--- src/rtl/div_pkg.sv ---
// rtl/div_pkg.sv - shared constants and divisor-slicing helper for the multi-channel clock divider
package div_pkg;

    localparam int DEF_WIDTH  = 8;
    localparam int DEF_NUM_CH = 2;
    localparam int MAX_WIDTH  = 32;
    localparam int MAX_BUS    = 1024;

    // Extracts channel ch's divisor of the given width from a zero-extended flat bus.
    function automatic logic [MAX_WIDTH-1:0] div_slice(
        input logic [MAX_BUS-1:0] bus,
        input int                 ch,
        input int                 width
    );
        logic [MAX_BUS-1:0] shifted;
        shifted = bus >> (ch * width);
        return shifted[MAX_WIDTH-1:0] & ~({MAX_WIDTH{1'b1}} << width);
    endfunction

endpackage

--- src/rtl/clk_div_channel.sv ---
// rtl/clk_div_channel.sv - one 50%-duty divider channel with shadow-loaded divisor and toggle tick
module clk_div_channel
    import div_pkg::*;
#(
    parameter int WIDTH = DEF_WIDTH
) (
    input  logic             CLK_IN,
    input  logic             RST,
    input  logic             EN,
    input  logic             SYNC,
    input  logic [WIDTH-1:0] DIVISOR,
    output logic             CLK_OUT,
    output logic             TICK
);

    logic [WIDTH-1:0] cnt;
    logic [WIDTH-1:0] act_div;
    logic             boundary;

    // >= also ends the half-period if a smaller divisor was reloaded while the channel sat disabled
    assign boundary = (cnt >= act_div);

    always_ff @(posedge CLK_IN or posedge RST) begin
        if (RST) begin
            cnt     <= '0;
            act_div <= '0;
            CLK_OUT <= 1'b0;
            TICK    <= 1'b0;
        end else if (SYNC) begin
            cnt     <= '0;
            act_div <= DIVISOR;
            CLK_OUT <= 1'b0;
            TICK    <= 1'b0;
        end else if (!EN) begin
            act_div <= DIVISOR;
            TICK    <= 1'b0;
        end else if (boundary) begin
            cnt     <= '0;
            act_div <= DIVISOR;
            CLK_OUT <= ~CLK_OUT;
            TICK    <= 1'b1;
        end else begin
            cnt     <= cnt + 1'b1;
            TICK    <= 1'b0;
        end
    end

endmodule

--- src/rtl/multi_clk_divider.sv ---
// rtl/multi_clk_divider.sv - NUM_CH independent programmable clock dividers sharing one clock, reset and sync
module multi_clk_divider
    import div_pkg::*;
#(
    parameter int WIDTH  = DEF_WIDTH,
    parameter int NUM_CH = DEF_NUM_CH
) (
    input  logic                    CLK_IN,
    input  logic                    RST,
    input  logic [NUM_CH-1:0]       EN,
    input  logic                    SYNC,
    input  logic [NUM_CH*WIDTH-1:0] DIVISOR,
    output logic [NUM_CH-1:0]       CLK_OUT,
    output logic [NUM_CH-1:0]       TICK
);

    logic [MAX_BUS-1:0] divisor_bus;

    assign divisor_bus = MAX_BUS'(DIVISOR);

    for (genvar i = 0; i < NUM_CH; i++) begin : g_ch
        logic [WIDTH-1:0] ch_div;

        assign ch_div = WIDTH'(div_slice(divisor_bus, i, WIDTH));

        clk_div_channel #(
            .WIDTH(WIDTH)
        ) u_ch (
            .CLK_IN (CLK_IN),
            .RST    (RST),
            .EN     (EN[i]),
            .SYNC   (SYNC),
            .DIVISOR(ch_div),
            .CLK_OUT(CLK_OUT[i]),
            .TICK   (TICK[i])
        );
    end

endmodule

--- config.mk ---
export PLATFORM = sky130hd
export DESIGN_NAME = multi_clk_divider
export DESIGN_NICKNAME = d
export VERILOG_FILES = /design/src/rtl/div_pkg.sv /design/src/rtl/clk_div_channel.sv /design/src/rtl/multi_clk_divider.sv
export SDC_FILE = /design/constraint.sdc
export NUM_CORES = 1
export LEC_CHECK = 0
export BUFFER_PORTS_ARGS = -buffer_cell sky130_fd_sc_hd__buf_2
export CAP_MARGIN = 10
export CORE_AREA = 2 2 86 88
export CTS_BUF_LIST = sky130_fd_sc_hd__clkbuf_8
export DETAILED_ROUTE_END_ITERATION = 6
export DIE_AREA = 0 0 88 90
export PLACE_DENSITY = 0.58
export RECOVER_POWER = 50
export REMOVE_ABC_BUFFERS = 1
export SLEW_MARGIN = 20
export SYNTH_ARGS = -nofsm -noshare
export SYNTH_HDL_FRONTEND = slang
export SYNTH_SLANG_ARGS = --single-unit
--- constraint.sdc ---
create_clock -name CLK_IN -period 6.55 [get_ports CLK_IN]
set_clock_uncertainty 0.2 [all_clocks]
set_input_delay 0 -clock CLK_IN [delete_from_list [all_inputs] [get_ports CLK_IN]]
set_output_delay 0 -clock CLK_IN [all_outputs]
set_load 0.05 [all_outputs]
==> results of run 1 <==
[kinds of logic (layout without fill, tap and decap cells)]
kind of cell,Yosys count,in the layout,share of synthesized area [%]
muxes,3,3,1.66
DFF,36,36,44.4
adders and majority gates,18,18,11.1
AOI/OAI and AO/OA,50,50,19.0
buffers and inverters,31,76,6.90
and+or+nand+nor,72,72,16.5
xor gates and xnor gates,1,1,0.431
[Yosys cell counts, drive strengths merged]
library cell / count / area share, %
a2111o: 1 / 0.55
a2111oi: 1 / 0.74
a21o: 1 / 0.37
a21oi: 5 / 1.2
a221o: 2 / 0.99
a221oi: 1 / 0.43
a311o: 1 / 0.49
a311oi: 1 / 0.74
a32oi: 1 / 0.43
and2: 1 / 0.31
and3: 2 / 0.62
buf: 6 / 2.3
clkbuf: 3 / 0.55
dfrtp: 36 / 44
ha: 18 / 11
inv: 22 / 4.1
mux2: 3 / 1.7
nand2: 32 / 5.9
nand2b: 2 / 0.62
nand3: 16 / 3.9
nand4: 1 / 0.31
nor2: 7 / 1.3
nor2b: 3 / 0.92
nor3b: 2 / 0.74
o2111ai: 2 / 0.86
o211a: 1 / 0.49
o21a: 3 / 1.1
o21ai: 22 / 5.4
o22ai: 1 / 0.31
o311ai: 7 / 4.9
or2: 4 / 1.2
or3: 2 / 0.62
xor2: 1 / 0.43
[sequential cells by signal, indices dropped and copies added, names as in the netlist]
register and cells:
g_ch.u_ch.TICK 2, g_ch.u_ch.CLK_OUT 2, g_ch.u_ch.act_div 16, g_ch.u_ch.cnt 16
[worst min-delay path, cell delays in order]
cell and delay [ns]:
dlygate4sd3_1 0.52, buf_2 0.09, nand2_1 0.03, o21ai_0 0.05
[metal layers]
metal	global-route usage, %	vias to the layer above	wire [µm]
met5	0	-	0
met3	3.03	7	127
met2	18.1	21	1900
met4	4.23	0	59
li1	-	825	-
met1	15.5	739	2020
[power groups by stage]
stage | Sequential (mW) | Clock [mW] | Combinational (mW)
CTS | 0.240 | 0.203 | 0.0735
floorplan | 0.244 | 0 | 0.0428
finish | 0.240 | 0.197 | 0.0713
global placement | 0.244 | 0 | 0.0620
global route | 0.242 | 0.213 | 0.0830
detailed placement | 0.245 | 0 | 0.0636
[layout make-up]
class	count	area (µm²)	area share, %
multi-input combinational	144	990	39.0
sequential	36	901	35.5
timing repair buffer	46	329	13.0
tap	99	124	4.88
inverter	22	82.6	3.25
clock buffer	5	68.8	2.71
clock inverter	3	42.5	1.68
[final timing paths]
kind,endpoint,slack [ns],cells after the start
hold reg to reg,g_ch[1].u_ch.act_div[0],0.31,1
hold / removal,g_ch[0].u_ch.act_div[7],0.24,4
max in group asynchronous,g_ch[1].u_ch.act_div[7],4.26,4
setup / recovery,g_ch[1].u_ch.cnt[2],3.82,6
setup reg to reg,g_ch[1].u_ch.cnt[2],3.82,6
min in group asynchronous,g_ch[1].u_ch.TICK,0.76,4
[metrics by stage]
step | total power [mW] | std cells | utilization [%] | hold slack [ns]
after floorplan | 0.287 | 202 | - | -0.134
after global placement | 0.306 | 327 | 31.8 | -0.0517
after detailed placement | 0.308 | 327 | 31.8 | -0.0528
after CTS | 0.517 | 355 | 36.2 | 0.173
after global routing | 0.538 | 355 | 36.1 | 0.274
final | 0.509 | 355 | 36.1 | 0.237
==> results.sh, run 1 <==
export IMPL_crit_required_ns=6.53
export IMPL_finalHoldViolations=0
export IMPL_ios=25
export IMPL_clk_latency_ns=0.29
export IMPL_post_place_ws_ns=3.81
export IMPL_finalSetupViolations=0
export IMPL_startpoint="g_ch[1].u_ch.cnt[5]"
export IMPL_yosys_warnings=0
export IMPL_place_congestion=0.796
export IMPL_grt_usage_pct=11.7
export IMPL_min_period_over_period_pct=41.7
export IMPL_cts_hold_buf=20
export IMPL_drv_cap=1
export IMPL_cts_max_level=2
export IMPL_postRouteAntennaNets=0
export IMPL_clockRootBuffer="clkbuf_8"
export IMPL_slew_headroom_pct=-31.2
export IMPL_syn_area_per_cell_um2=9.62
export IMPL_run_status="finished with violations"
export IMPL_cts_tree="done"
export IMPL_max_freq_mhz=366
export IMPL_slowest_delay_ns=0.82
export IMPL_overflow=0
export IMPL_hpwl_um=2890
export IMPL_num_vias=1592
export IMPL_placed_area_um2=2230
export IMPL_chipHeight_um=90
export IMPL_vias_per_cell=4.48
export IMPL_postSynthCellCount=211
export IMPL_ys_seq_area_share_pct=44.4
export IMPL_p_int_uw=379
export IMPL_area_growth_pct=25.0
export IMPL_wl_per_cell_um=11.6
export IMPL_crit_arrival_ns=2.72
export IMPL_grt_pass1_vias=1627
export IMPL_antenna_found_initial=0
export IMPL_crit_family="compound AO/OA/AOI/OAI gates"
export IMPL_cts_buffers=5
export IMPL_grt_max_degree=37
export IMPL_rsz0062_at_grt="false"
export IMPL_p_switching_uw=130
export IMPL_endpoint_kind="register"
export IMPL_clkTransAtPathRegs_ns=0.08
export IMPL_clockBufferDepth=2
export IMPL_grt_pass1_wl_um=7360
export IMPL_fin_tns_setup_ns=0
export IMPL_crit_buf_inv=0
export IMPL_worstHoldStart="DIVISOR[7]"
export IMPL_fin_nets=294
export IMPL_core_area_um2=7020
export IMPL_start_kind="register"
export IMPL_clock_sinks=36
export IMPL_nFillCells=721
export IMPL_stdcell_area_um2=2540
export IMPL_ir_drop_v=0.0000966
export IMPL_leakage_nw=1.20
export IMPL_diodes=0
export IMPL_io_buffer_count=24
export IMPL_ys_types=39
export IMPL_p_seq_share_pct=47.2
export IMPL_power_frac_clock_pct=38.8
export IMPL_postCtsSetupBuffers=0
export IMPL_layout_setup_ws_ns=3.82
export IMPL_dieArea_um2=7920
export IMPL_ys_ff_latch=36
export IMPL_netlist_area_um2=2030
export IMPL_firstDrtPassIters=4
export IMPL_path_cells="ha_1 -> a21oi_1 -> o21ai_0 -> a311o_1 -> nor3b_1 -> a221o_1"
export IMPL_start_util_pct=28.9
export IMPL_mostFrequentLayoutCells="dfrtp_1, nand2_1, inv_1, buf_2, dlygate4sd3_1"
export IMPL_combPwrFrac_pct=14.0
export IMPL_power_density_nw_per_um2=201
export IMPL_min_period_ns=2.73
export IMPL_p_sw_share_pct=25.5
export IMPL_remaining_drc_errors=0
export IMPL_slowest_stage="a311o_1"
export IMPL_r2r_start="g_ch[1].u_ch.cnt[5]"
export IMPL_critPathMaxFanout=22
export IMPL_drtIter0Drc=42
export IMPL_die_x_um=88
export IMPL_drive_above_1_share_pct=16.4
export IMPL_worstSetupPathType="reg -> reg"
export IMPL_num_rows=31
export IMPL_wirelength_um=4110
export IMPL_final_common_cell="dfrtp_1"
export IMPL_maxSlewViolCount=37
export IMPL_cts_resized=0
export IMPL_tightest_slew_ns=1.97
export IMPL_hp_class="in -> reg"
export IMPL_violations="capacitance limit, slew limit"
No activity file was read; power rests on OpenSTA's default activity.
==> run 2, diff against run 1 <==
Settings changed: ABC_AREA from default to 1, CORE_AREA 2 2 86 88 to 2 2 89 91, DIE_AREA 0 0 88 90 to 0 0 91 93, PLACE_DENSITY 0.58 to 0.59.
Clock period 6.55 ns to 2.34 ns, I/O delays scaled along.
==> run 2 against run 1 <==
Critical path type unchanged. Worst hold slack better by 0.013 ns. Largest power group unchanged. Sequential power grew to 2.8 times the previous value. Non-clock buffer count is 4 higher. Highest routed layer unchanged. The run now ends clean. Synthesized area is 7.3% higher. First-iteration DRC count is 26% lower. Synthesized cell count is 16% higher. Cell count is 12% higher. Combinational power grew to 3.5 times the previous value. Via count is 4.6% higher.
==> results.sh, run 2 <==
export IMPL_run_status="finished clean"
export IMPL_regArea_um2=901
export IMPL_layout_setup_ws_ns=0.370
export IMPL_synth_top_area_share_pct=41.4
export IMPL_cts_resized=0
export IMPL_diodes=0
export IMPL_wirelength_um=4020
export IMPL_cts_hold_buf=22
export IMPL_path_cells="ha_1 -> nand2_1 -> inv_1 -> nand2_1 -> nand2_1 -> nand2_1 -> nand4_4 -> buf_12 -> nand2_1 -> o21ai_2"
export IMPL_grt_pass1_wl_um=7290
export IMPL_critPathMaxFanout=17
export IMPL_synthTopCellsByArea="dfrtp_1, ha_1, nand2_1"
export IMPL_r2r_start="g_ch[1].u_ch.cnt[3]"
export IMPL_clockBufferDepth=2
export IMPL_postRouteAntennaNets=0
export IMPL_maxSlewViolCount=0
export IMPL_start_kind="register"
export IMPL_syn_area_per_cell_um2=8.89
export IMPL_hp_class="in -> reg"
export IMPL_max_freq_mhz=508
export IMPL_startpoint="g_ch[1].u_ch.cnt[3]"
export IMPL_synthTopCellsByCount="nand2_1, inv_1, dfrtp_1, o21ai_2, ha_1"
export IMPL_core_area_um2=7530
export IMPL_final_cells=397
export IMPL_final_common_cell="nand2_1"
export IMPL_ys_seq_area_share_pct=41.4
export IMPL_r2r_setup_slack_ns=0.37
export IMPL_antenna_found_initial=0
export IMPL_worstHoldStart="DIVISOR[3]"
export IMPL_hpwl_um=3010
export IMPL_crit_family="simple AND/OR/NAND/NOR gates"
export IMPL_leakage_nw=1.37
export IMPL_drv_cap=0
export IMPL_overflow=0
export IMPL_synth_most_common_cell="nand2_1"
export IMPL_die_x_um=91
export IMPL_vias_per_cell=4.19
export IMPL_grt_pass1_vias=1723
export IMPL_slowest_stage="dfrtp_1"
export IMPL_rr_endpoint="g_ch[1].u_ch.act_div[4]"
export IMPL_clock_sinks=36
export IMPL_top_regs="g_ch.u_ch.act_div x16, g_ch.u_ch.cnt x16"
export IMPL_worstSetupPathType="reg -> reg"
export IMPL_io_buffer_count=24
export IMPL_placed_area_um2=2390
export IMPL_multi_input_area_um2=1040
export IMPL_cpMostUsedCell="nand2_1"
export IMPL_ios=25
export IMPL_cts_buffers=5
export IMPL_nFillCells=820
export IMPL_wl_per_cell_um=10.1
export IMPL_min_period_over_period_pct=84.2
export IMPL_yosys_warnings=0
export IMPL_netlist_area_um2=2180
export IMPL_start_util_pct=28.9
export IMPL_crit_arrival_ns=1.95
export IMPL_synth_ff_type="dfrtp_1"
export IMPL_clockRootBuffer="clkbuf_8"
export IMPL_clkTransAtPathRegs_ns=0.07
export IMPL_area_growth_pct=23.9
export IMPL_drtIter0Drc=31
export IMPL_rsz0062_at_grt="false"
export IMPL_slew_headroom_pct=38.7
export IMPL_ys_ff_latch=36
export IMPL_fin_tns_setup_ns=0
export IMPL_mostFrequentLayoutCells="nand2_1, inv_1, dfrtp_1, dlygate4sd3_1, buf_2"
export IMPL_fin_hold_ws_ns=0.250
export IMPL_slowest_delay_ns=0.45
export IMPL_power_density_nw_per_um2=514
export IMPL_grt_max_degree=37
export IMPL_rr_worst_depth=10
export IMPL_crit_buf_inv=2
export IMPL_min_period_ns=1.97
export IMPL_firstDrtPassIters=4
export IMPL_postSynthCellCount=245
export IMPL_num_rows=32
export IMPL_finish_utilization_pct=35.9
export IMPL_remaining_drc_errors=0
export IMPL_crit_end="g_ch[1].u_ch.act_div[4]"
export IMPL_finalSetupViolations=0
export IMPL_tightest_slew_ns=0.920
export IMPL_crit_required_ns=2.32
export IMPL_postCtsSetupBuffers=0
export IMPL_power_mw=1.39
export IMPL_num_vias=1665
export IMPL_ir_drop_v=0.000184
export IMPL_dp_cells=367
export IMPL_chipHeight_um=93
export IMPL_stdcell_area_um2=2700
export IMPL_path_depth=10
export IMPL_finalHoldViolations=0
export IMPL_fin_nets=333
export IMPL_async_flop_share_pct=100
export IMPL_drive_above_1_share_pct=22.0
export IMPL_synth_edf_count=0
export IMPL_place_congestion=0.751
export IMPL_clk_latency_ns=0.29
export IMPL_ys_types=24
export IMPL_dieArea_um2=8460
export IMPL_grt_usage_pct=10.8
export IMPL_cts_max_level=2
export IMPL_cts_tree="done"
export IMPL_yosys_area_top_type="dfrtp_1"
export IMPL_endpoint_kind="register"
export IMPL_post_place_ws_ns=0.380
==> run 2: tightest hold or removal path: cells and delay by family <==
kind                   cells  cell delay, ns
AOI/OAI and AO/OA          1            0.05
and+or+nand+nor            1            0.05
buffers and inverters      2            0.61
==> run 2: cells by family after synthesis <==
family                     Yosys count  synth area share [%]
buffers and inverters               51                  10.9
and+or+nand+nor                     89                  18.3
adders and majority gates           18                  10.3
AOI/OAI and AO/OA                   39                  14.4
xor gates and xnor gates            12                  4.82
DFF                                 36                  41.4
==> run 2: worst min path at each step <==
stage,endpoint,slack [ns],cells after the start
after global placement,g_ch[1].u_ch.act_div[4],-0.05,3
after floorplan,g_ch[1].u_ch.act_div[0],-0.09,2
after detailed placement,g_ch[1].u_ch.act_div[4],-0.05,3
final,g_ch[0].u_ch.act_div[3],0.25,4
after CTS,g_ch[1].u_ch.act_div[4],0.18,4
after global routing,g_ch[0].u_ch.act_div[4],0.26,4
==> run 2: area by class of cell <==
class	instances	share of cell area, %
timing repair buffer	50	14.0
tap	102	4.73
clock inverter	2	0.278
clock buffer	6	3.06
inverter	43	5.98
multi-input combinational	158	38.6
sequential	36	33.4
==> run 2: where the power goes <==
part           switching (mW)  internal [mW]
combinational           0.148          0.104
clock                   0.225          0.232
sequential             0.0189          0.659
total                   0.392          0.995
==> run 2: metal layers <==
metal	global-route usage (%)	share of wire, %
met3	3.71	3.2
met2	19.5	50
met4	3.03	1.3
met1	12.0	45
met5	0	0
